File: src/rtl/shifta_txn_sequencer.sv
// rtl/shifta_txn_sequencer.sv - run scheduler issuing INIT_AXI_TXN pulses and classifying TXN_DONE/ERROR results
module shifta_txn_sequencer #(
    parameter int CNT_WIDTH         = 8,
    parameter int GAP_WIDTH         = 16,
    parameter int INIT_PULSE_CYCLES = 2,
    parameter int TIMEOUT_CYCLES    = 4096
) (
    input  logic                 ACLK,
    input  logic                 ARESET,
    input  logic                 START,
    input  logic                 ABORT,
    input  logic [CNT_WIDTH-1:0] NUM_RUNS,
    input  logic [GAP_WIDTH-1:0] GAP_CYCLES,
    output logic                 INIT_AXI_TXN,
    input  logic                 TXN_DONE,
    input  logic                 ERROR,
    output logic                 BUSY,
    output logic                 DONE,
    output logic [CNT_WIDTH-1:0] PASS_CNT,
    output logic [CNT_WIDTH-1:0] FAIL_CNT,
    output logic [CNT_WIDTH-1:0] TMO_CNT,
    output logic                 ANY_FAIL
);

    localparam int PW = (INIT_PULSE_CYCLES > 1) ? $clog2(INIT_PULSE_CYCLES) : 1;
    localparam int WW = $clog2(TIMEOUT_CYCLES);
    localparam logic [PW-1:0] PULSE_LAST = PW'(INIT_PULSE_CYCLES - 1);
    localparam logic [WW-1:0] WD_LAST    = WW'(TIMEOUT_CYCLES - 1);

    typedef enum logic [2:0] {
        S_IDLE   = 3'd0,
        S_INIT   = 3'd1,
        S_WAIT   = 3'd2,
        S_GAP    = 3'd3,
        S_FINISH = 3'd4
    } state_t;

    state_t                 state;
    state_t                 next_state;
    logic                   done_q;
    logic [CNT_WIDTH-1:0]   remaining;
    logic [GAP_WIDTH-1:0]   gap_len;
    logic [GAP_WIDTH-1:0]   gap_cnt;
    logic [PW-1:0]          pulse_cnt;
    logic [WW-1:0]          wd_cnt;

    logic done_rise;
    logic pulse_last;
    logic wd_last;
    logic gap_last;
    logic run_end;
    logic start_ok;

    assign done_rise  = TXN_DONE & ~done_q;
    assign pulse_last = (pulse_cnt == PULSE_LAST);
    assign wd_last    = (wd_cnt == WD_LAST);
    assign gap_last   = (gap_cnt == gap_len - GAP_WIDTH'(1));
    // A run ends on the IP's completion edge; the watchdog only fires when no edge arrives in its last cycle.
    assign run_end    = (state == S_WAIT) & (done_rise | wd_last);
    assign start_ok   = (state == S_IDLE) & START & ~ABORT;

    // State register.
    always_ff @(posedge ACLK) begin
        if (ARESET) begin
            state <= S_IDLE;
        end else begin
            state <= next_state;
        end
    end

    // Next-state selection; ABORT overrides every transition and also masks START in IDLE.
    always_comb begin
        next_state = state;
        case (state)
            S_IDLE: begin
                if (START) begin
                    next_state = (NUM_RUNS == '0) ? S_FINISH : S_INIT;
                end
            end
            S_INIT: begin
                if (pulse_last) begin
                    next_state = S_WAIT;
                end
            end
            S_WAIT: begin
                if (done_rise || wd_last) begin
                    if (remaining == CNT_WIDTH'(1)) begin
                        next_state = S_FINISH;
                    end else if (gap_len == '0) begin
                        next_state = S_INIT;
                    end else begin
                        next_state = S_GAP;
                    end
                end
            end
            S_GAP: begin
                if (gap_last) begin
                    next_state = S_INIT;
                end
            end
            S_FINISH: begin
                next_state = S_IDLE;
            end
            default: begin
                next_state = S_IDLE;
            end
        endcase
        if (ABORT) begin
            next_state = S_IDLE;
        end
    end

    // Outputs decoded from the registered state so they change only on clock edges.
    always_comb begin
        INIT_AXI_TXN = 1'b0;
        BUSY         = 1'b0;
        DONE         = 1'b0;
        INIT_AXI_TXN = (state == S_INIT);
        BUSY         = (state != S_IDLE);
        DONE         = (state == S_FINISH);
    end

    // Phase timers: each counts only while its own state is active and sits at zero otherwise,
    // so every entry into INIT, WAIT or GAP starts from a cleared count.
    always_ff @(posedge ACLK) begin
        if (ARESET) begin
            pulse_cnt <= '0;
            wd_cnt    <= '0;
            gap_cnt   <= '0;
            done_q    <= 1'b0;
        end else begin
            done_q    <= TXN_DONE;
            pulse_cnt <= (state == S_INIT) ? pulse_cnt + PW'(1) : '0;
            wd_cnt    <= (state == S_WAIT) ? wd_cnt + WW'(1) : '0;
            gap_cnt   <= (state == S_GAP) ? gap_cnt + GAP_WIDTH'(1) : '0;
        end
    end

    // Sequence parameters and saturating result counters; an aborted cycle leaves them untouched.
    always_ff @(posedge ACLK) begin
        if (ARESET) begin
            remaining <= '0;
            gap_len   <= '0;
            PASS_CNT  <= '0;
            FAIL_CNT  <= '0;
            TMO_CNT   <= '0;
            ANY_FAIL  <= 1'b0;
        end else if (start_ok) begin
            remaining <= NUM_RUNS;
            gap_len   <= GAP_CYCLES;
            PASS_CNT  <= '0;
            FAIL_CNT  <= '0;
            TMO_CNT   <= '0;
            ANY_FAIL  <= 1'b0;
        end else if (run_end && !ABORT) begin
            remaining <= remaining - CNT_WIDTH'(1);
            if (done_rise) begin
                if (ERROR) begin
                    if (FAIL_CNT != '1) begin
                        FAIL_CNT <= FAIL_CNT + CNT_WIDTH'(1);
                    end
                    ANY_FAIL <= 1'b1;
                end else if (PASS_CNT != '1) begin
                    PASS_CNT <= PASS_CNT + CNT_WIDTH'(1);
                end
            end else begin
                if (TMO_CNT != '1) begin
                    TMO_CNT <= TMO_CNT + CNT_WIDTH'(1);
                end
                ANY_FAIL <= 1'b1;
            end
        end
    end

endmodule

File: config.mk
export PLATFORM = sky130hd
export DESIGN_NAME = shifta_txn_sequencer
export DESIGN_NICKNAME = d
export VERILOG_FILES = /design/src/rtl/shifta_txn_sequencer.sv
export SDC_FILE = /design/constraint.sdc
export NUM_CORES = 1
export LEC_CHECK = 0
export BUFFER_PORTS_ARGS = -buffer_cell sky130_fd_sc_hd__buf_2
export CORE_UTILIZATION = 25
export CTS_BUF_LIST = sky130_fd_sc_hd__clkbuf_4 sky130_fd_sc_hd__clkbuf_8
export DETAILED_ROUTE_END_ITERATION = 16
export GPL_TIMING_DRIVEN = 0
export PLACE_DENSITY = 0.37
export SKIP_LAST_GASP = 1
export SLEW_MARGIN = 20
export SYNTH_ARGS = -nofsm -noshare
export SYNTH_HDL_FRONTEND = slang
export SYNTH_SLANG_ARGS = --single-unit
File: constraint.sdc
create_clock -name ACLK -period 6 [get_ports ACLK]
set_clock_uncertainty 0.15 [all_clocks]
set_input_delay 0.6 -clock ACLK [delete_from_list [all_inputs] [get_ports ACLK]]
set_output_delay 0.6 -clock ACLK [all_outputs]
set_load 0.02 [all_outputs]
=== Yosys cells after proc, flatten, opt, wreduce, memory -nomap -nowiden ===
Index checks and enable logic that the tools add are counted.

* Logic and storage cells: 76
* Input bits: 30
* Bits in registers: 82

* Equal/unequal tests: 15
* Mux-type cells: 12
* Add/sub/neg operators: 8
* Bitwise logic cells: 12
* Reductions and logical operators: 18

{| class="wikitable"
|+ Operators with widths
! cell !! number
|-
| 8-bit by 1-bit adder with 8-bit output, second input constant || 3
|-
| 8-bit inequality test, second input constant || 3
|-
| 3-bit two-way mux || 6
|-
| 16-bit by 1-bit adder with 16-bit output, second input constant || 1
|-
| 16-bit == test || 1
|-
| 16-bit zero test || 1
|-
| 8-bit two-way mux || 2
|-
| 16-bit by 1-bit subtractor with 16-bit output, second input constant || 1
|-
| 12-bit by 1-bit adder with 12-bit output, second input constant || 1
|-
| 12-bit == test, second input constant || 1
|-
| 3-bit one-hot mux with 4 select lines || 1
|-
| 4-bit AND reduction || 3
|-
| 2-bit OR reduction || 5
|-
| 8-bit by 1-bit == test with 1-bit output, second input constant || 1
|-
| 8-bit zero test || 1
|-
| 2-bit inequality test, second input constant || 4
|-
| 8-bit by 1-bit subtractor with 8-bit output, second input constant || 1
|-
| 1-bit NOT || 7
|-
| 3-bit by 2-bit == test with 1-bit output, second input constant || 2
|-
| 1-bit bitwise AND || 4
|-
| 3-bit by 1-bit == test with 1-bit output, second input constant || 1
|-
| 3-bit == test, second input constant || 1
|-
| 3-bit zero test || 1
|-
| 3-bit AND reduction || 1
|-
| other kinds (11) || 12
|}

=== Depth between registers and ports, before layout ===
* Word-level depth: 7
* Depth in mapped cells: 9
* Gate-level depth less buffers: 8

=== Worst setup path after synthesis ===
No wires, ideal clock.

* Path type: register to register
* Start point: register gap_len[0]
* End point: register state[1]
* Arrival time: 1.976 ns
* Clock period less this slack: 2.230 ns
* Buffers on the path: 1
* Setup time: 0.103 ns
* Data required time: 5.747 ns
* Path slack: 3.770 ns
* Cell stages (with the launch flop): 10
* Path through: dfxtp_1 -> inv_1 -> ha_1 -> clkbuf_1 -> nor2b_1 -> and4b_1 -> mux2i_1 -> a221oi_1 -> a31o_1 -> a2111oi_2

* Cells in the longest elaborated chain, start to end: 5

{| class="wikitable"
|+ Ends and longest elaborated chain
! what !! RTL line !! text
|-
| from (decl) || 42 || <nowiki>logic [GAP_WIDTH-1:0] gap_len;</nowiki>
|-
| from (signal assigned) || 143 || <nowiki>gap_len <= '0;</nowiki>
|-
| from (signal assigned) || 150 || <nowiki>gap_len <= GAP_CYCLES;</nowiki>
|-
| branches (longest 5 deep; another with 16-bit by 1-bit subtractor with 16-bit output) || - ||
|-
| to (signal assigned) || 67 || <nowiki>state <= next_state;</nowiki>
|-
| to (decl) || 38 || <nowiki>state_t state;</nowiki>
|}

Parallel ways; which one is timed is not known. The select of a mux whose other input is x is not followed.
A chain may end at the register's enable or synchronous reset.

=== Worst setup path after layout ===
Same ends and word-level chain as after synthesis.

==> results.ini <==
[synthesis]
post_synth_num_cell_types = 58
synth_edf_count = 0
synthesis.area_mm2 = 0.00411
synth_sequential_area_ratio_pct = 39.9
syn_inst = 489
post_synth_main_area_contributors = dfxtp_1 (40%), xor2_1 (7.7%), nor2_1 (5.9%)
mappedNetlistNets = 527
ys_seq_elements = 82
synth-main-ff-cell = dfxtp_1
syn-mean-instance-area_um2 = 8.41
synth_warnings = 0
yosysTopAreaCellShare_pct = 39.9
netlist.top_cell.by_area = dfxtp_1
synthArstFlopShare_pct = 0

[cts]
cts_max_path_buffers = 2
clock_tree.htree_level_count = 3
cts_num_sinks = 82
clk_pin_slew_worst_paths_ps = 90
numCtsBuffers = 9
clkLatencyLatePin_ps = 370
postCtsResizedCells = 0
setup_buffers_after_cts = 0
clockRootBuffer = clkbuf_8
clock_tree_from_tritoncts = built
cts_hold_buffers = 0

[timing]
fin_crit_ps = 2580
unrepaired_setup_endpoints_after_global_routing = false
fraction_of_the_cycle_the_final_worst_path_needs_pct = 43.0
timing_worst_slew_pin_value_ps = 794
final-setup-viol-count = 0
clock.fmax_mhz = 388
relSlewSlack_pct = 45.7
hold_viol_final = 0
final-max-slew-violation-count = 0
final.setup.tns_ps = 0

[placed_design]
dp.final_hpwl_um = 7790
postPlaceCellArea_mm2 = 0.00467
globalplace.congestion = 0.726
buffer_ports.inserted = 57

[routing]
initialDrtViolationCount = 146
route.detailed.drc = 0
wirelength_um = 10500
detailed_route_wire_length_per_cell_um = 13.5
vias = 3585
dr.pass1.iters = 4
vias_per_cell = 4.61
antenna_left = 0

[grt]
grt_total_ovfl = 0
grt_antenna_before_repair = 0
via_count_of_the_first_global_routing_pass = 3405
global_route.usage.total_pct = 13.5
maximum_number_of_pins_on_one_net_before_global_route_repair = 14
grt_first_pass_wirelength_um = 17300

[setup_path]
max_stage_delay_ps = 380
crit_type = register to register
buffering_stage_count_on_the_worst_path_with_inverters_included = 2
worstPathMaxFanout = 9
critical-path-slowest-cell = dfxtp_1
timing.critical_path.arrival_ps = 2700
required_worst_endpoint_ps = 6120
cp_cell_sequence = inv_1, ha_1, clkbuf_1, nor2b_1, and4b_1, mux2i_1, a221oi_1, a31o_1, a2111oi_2
cp-start-kind = register
end_kind = register
cp_top_family = compound AO/OA/AOI/OAI gates

[floorplanning]
core-area_mm2 = 0.0160
die_height_um = 130
overall_die_area_mm2 = 0.0170
io_pins = 58
die_width_um = 130
std_cell_rows = 46
floorplan.initialDensity_pct = 25.7

[cells_and_area]
final_nets = 595
diodes = 0
layout-area-overhead-vs-synth_pct = 18.0
post_route_cells_drive_above_1_share_pct = 16.5
stdcell_area_mm2 = 0.00485

[power_and_ir_drop]
power.ir.vdd_worst_v = 0.0000966
static-leakage-power_nw = 1.79
powerDensity_mw_per_mm2 = 222

[run]
cap_violations = 0

[run_status]
outcome = finished, final reports clean

[min_path]
hold_path.class = register to register

[routing by layer]
layer	routed length [um]	global-route usage, %
met1	4790	16.0
met2	5160	22.5
met3	420	3.94
met4	172	5.95
met5	0	0
[registers in the layout, indices dropped and copies added, names as in the netlist]
| name | flops |
|---|---|
| gap_cnt | 16 |
| TMO_CNT | 8 |
| pulse_cnt | 1 |
| remaining | 8 |
| gap_len | 16 |
| state | 3 |
| ANY_FAIL | 1 |
| done_q | 1 |
| PASS_CNT | 8 |
| FAIL_CNT | 8 |
| wd_cnt | 12 |
[power breakdown]
part / internal (mW) / leakage, nW / total (mW) / switching (mW)
clock: 0.177 / 0.0905 / 0.387 / 0.210
combinational: 0.0514 / 1.04 / 0.122 / 0.0703
sequential: 0.555 / 0.664 / 0.569 / 0.0143
[final timing paths]
check	from	endpoint	slack [ps]	cells past startpoint
worst max-delay path	gap_len[0]	state[1]	3420	9
worst min-delay path	pulse_cnt	pulse_cnt	280	1
worst max register to register	gap_len[0]	state[1]	3420	9
worst min register to register	pulse_cnt	pulse_cnt	280	1
[synthesized netlist by cell type (2+ instances only)]
master	number
nor2_1	65
nand2_1	58
a31oi_1	4
clkbuf_1	12
ha_1	8
a22oi_1	2
dfxtp_1	82
nor4_1	4
a2111oi_0	3
and4_1	8
inv_1	8
nor2b_1	7
nand4b_1	2
a21oi_1	29
xor2_1	36
or3_1	5
nand2b_1	4
nand4_1	13
o21a_1	3
nor3b_1	6
o311ai_0	3
xnor2_1	23
o211ai_1	2
a311oi_1	3
and3_1	10
a41oi_1	2
nand3_1	22
o21ai_0	7
and2_1	6
mux2i_1	5
or2_2	4
and4b_1	2
o31a_1	2
nor3_1	9
buf_2	7
[final cells by class]
cell class	count	area (um^2)
inverter	8	30.0
sequential	82	1640
clock buffer	13	160
multi-input combinational	378	2350
timing repair buffer	57	285
clock inverter	3	23.8
fill	1784	11100
buffer	21	95.1
tap	216	270
[worst register-to-register path: stages (launching register included)]
cell       delay [ps]
dfxtp_1           380
inv_1              80
ha_1              130
clkbuf_1          360
nor2b_1           220
and4b_1           290
mux2i_1           200
a221oi_1          100
a31o_1            220
a2111oi_2         360
[layout by cell type (no fill, tap or decap), drive strengths merged, types with 3 or more instances in the layout]
cell type	Yosys	layout
nor4	6	6
nor2	66	66
mux2i	5	5
a2111oi	4	4
o21ai	7	7
dfxtp	82	82
nand3	22	22
a31oi	4	4
nor3b	6	6
and2	6	6
nand4	13	13
and3	10	10
nor3	9	9
and4	8	8
or2	4	4
a311oi	3	3
inv	8	9
xnor2	23	23
xor2	36	36
nor2b	7	7
buf	9	66
o311ai	3	3
clkbuf	12	25
or3	5	5
nand2b	4	4
ha	8	8
nand2	59	59
a21oi	29	29
o21a	3	3
[kinds of logic after synthesis]
logic type      count (synthesis)  share of synthesized area [%]
simple gates                  235                           29.3
flops                          82                           39.9
mux                             6                           1.49
fa+ha+maj                       8                           2.43
compound gates                 70                           11.3
buf+inv                        29                           3.04
xor+xnor                       59                           12.6
[per-stage QoR]
stage          hold slack [ps]  utilization [%]  std cells  setup WS [ps]  power, mW
6_report                   283             30.3        778           3420       1.08
3_3_place_gp               271             29.2        762           3450      0.705
5_1_grt                    270             30.3        778           3200       1.14
3_5_place_dp               271             29.2        762           3400      0.705
4_1_cts                    267             30.3        778           3390       1.10
2_1_floorplan              243                -        489           3770      0.663
Note: power is estimated with default switching activity, not from simulation.
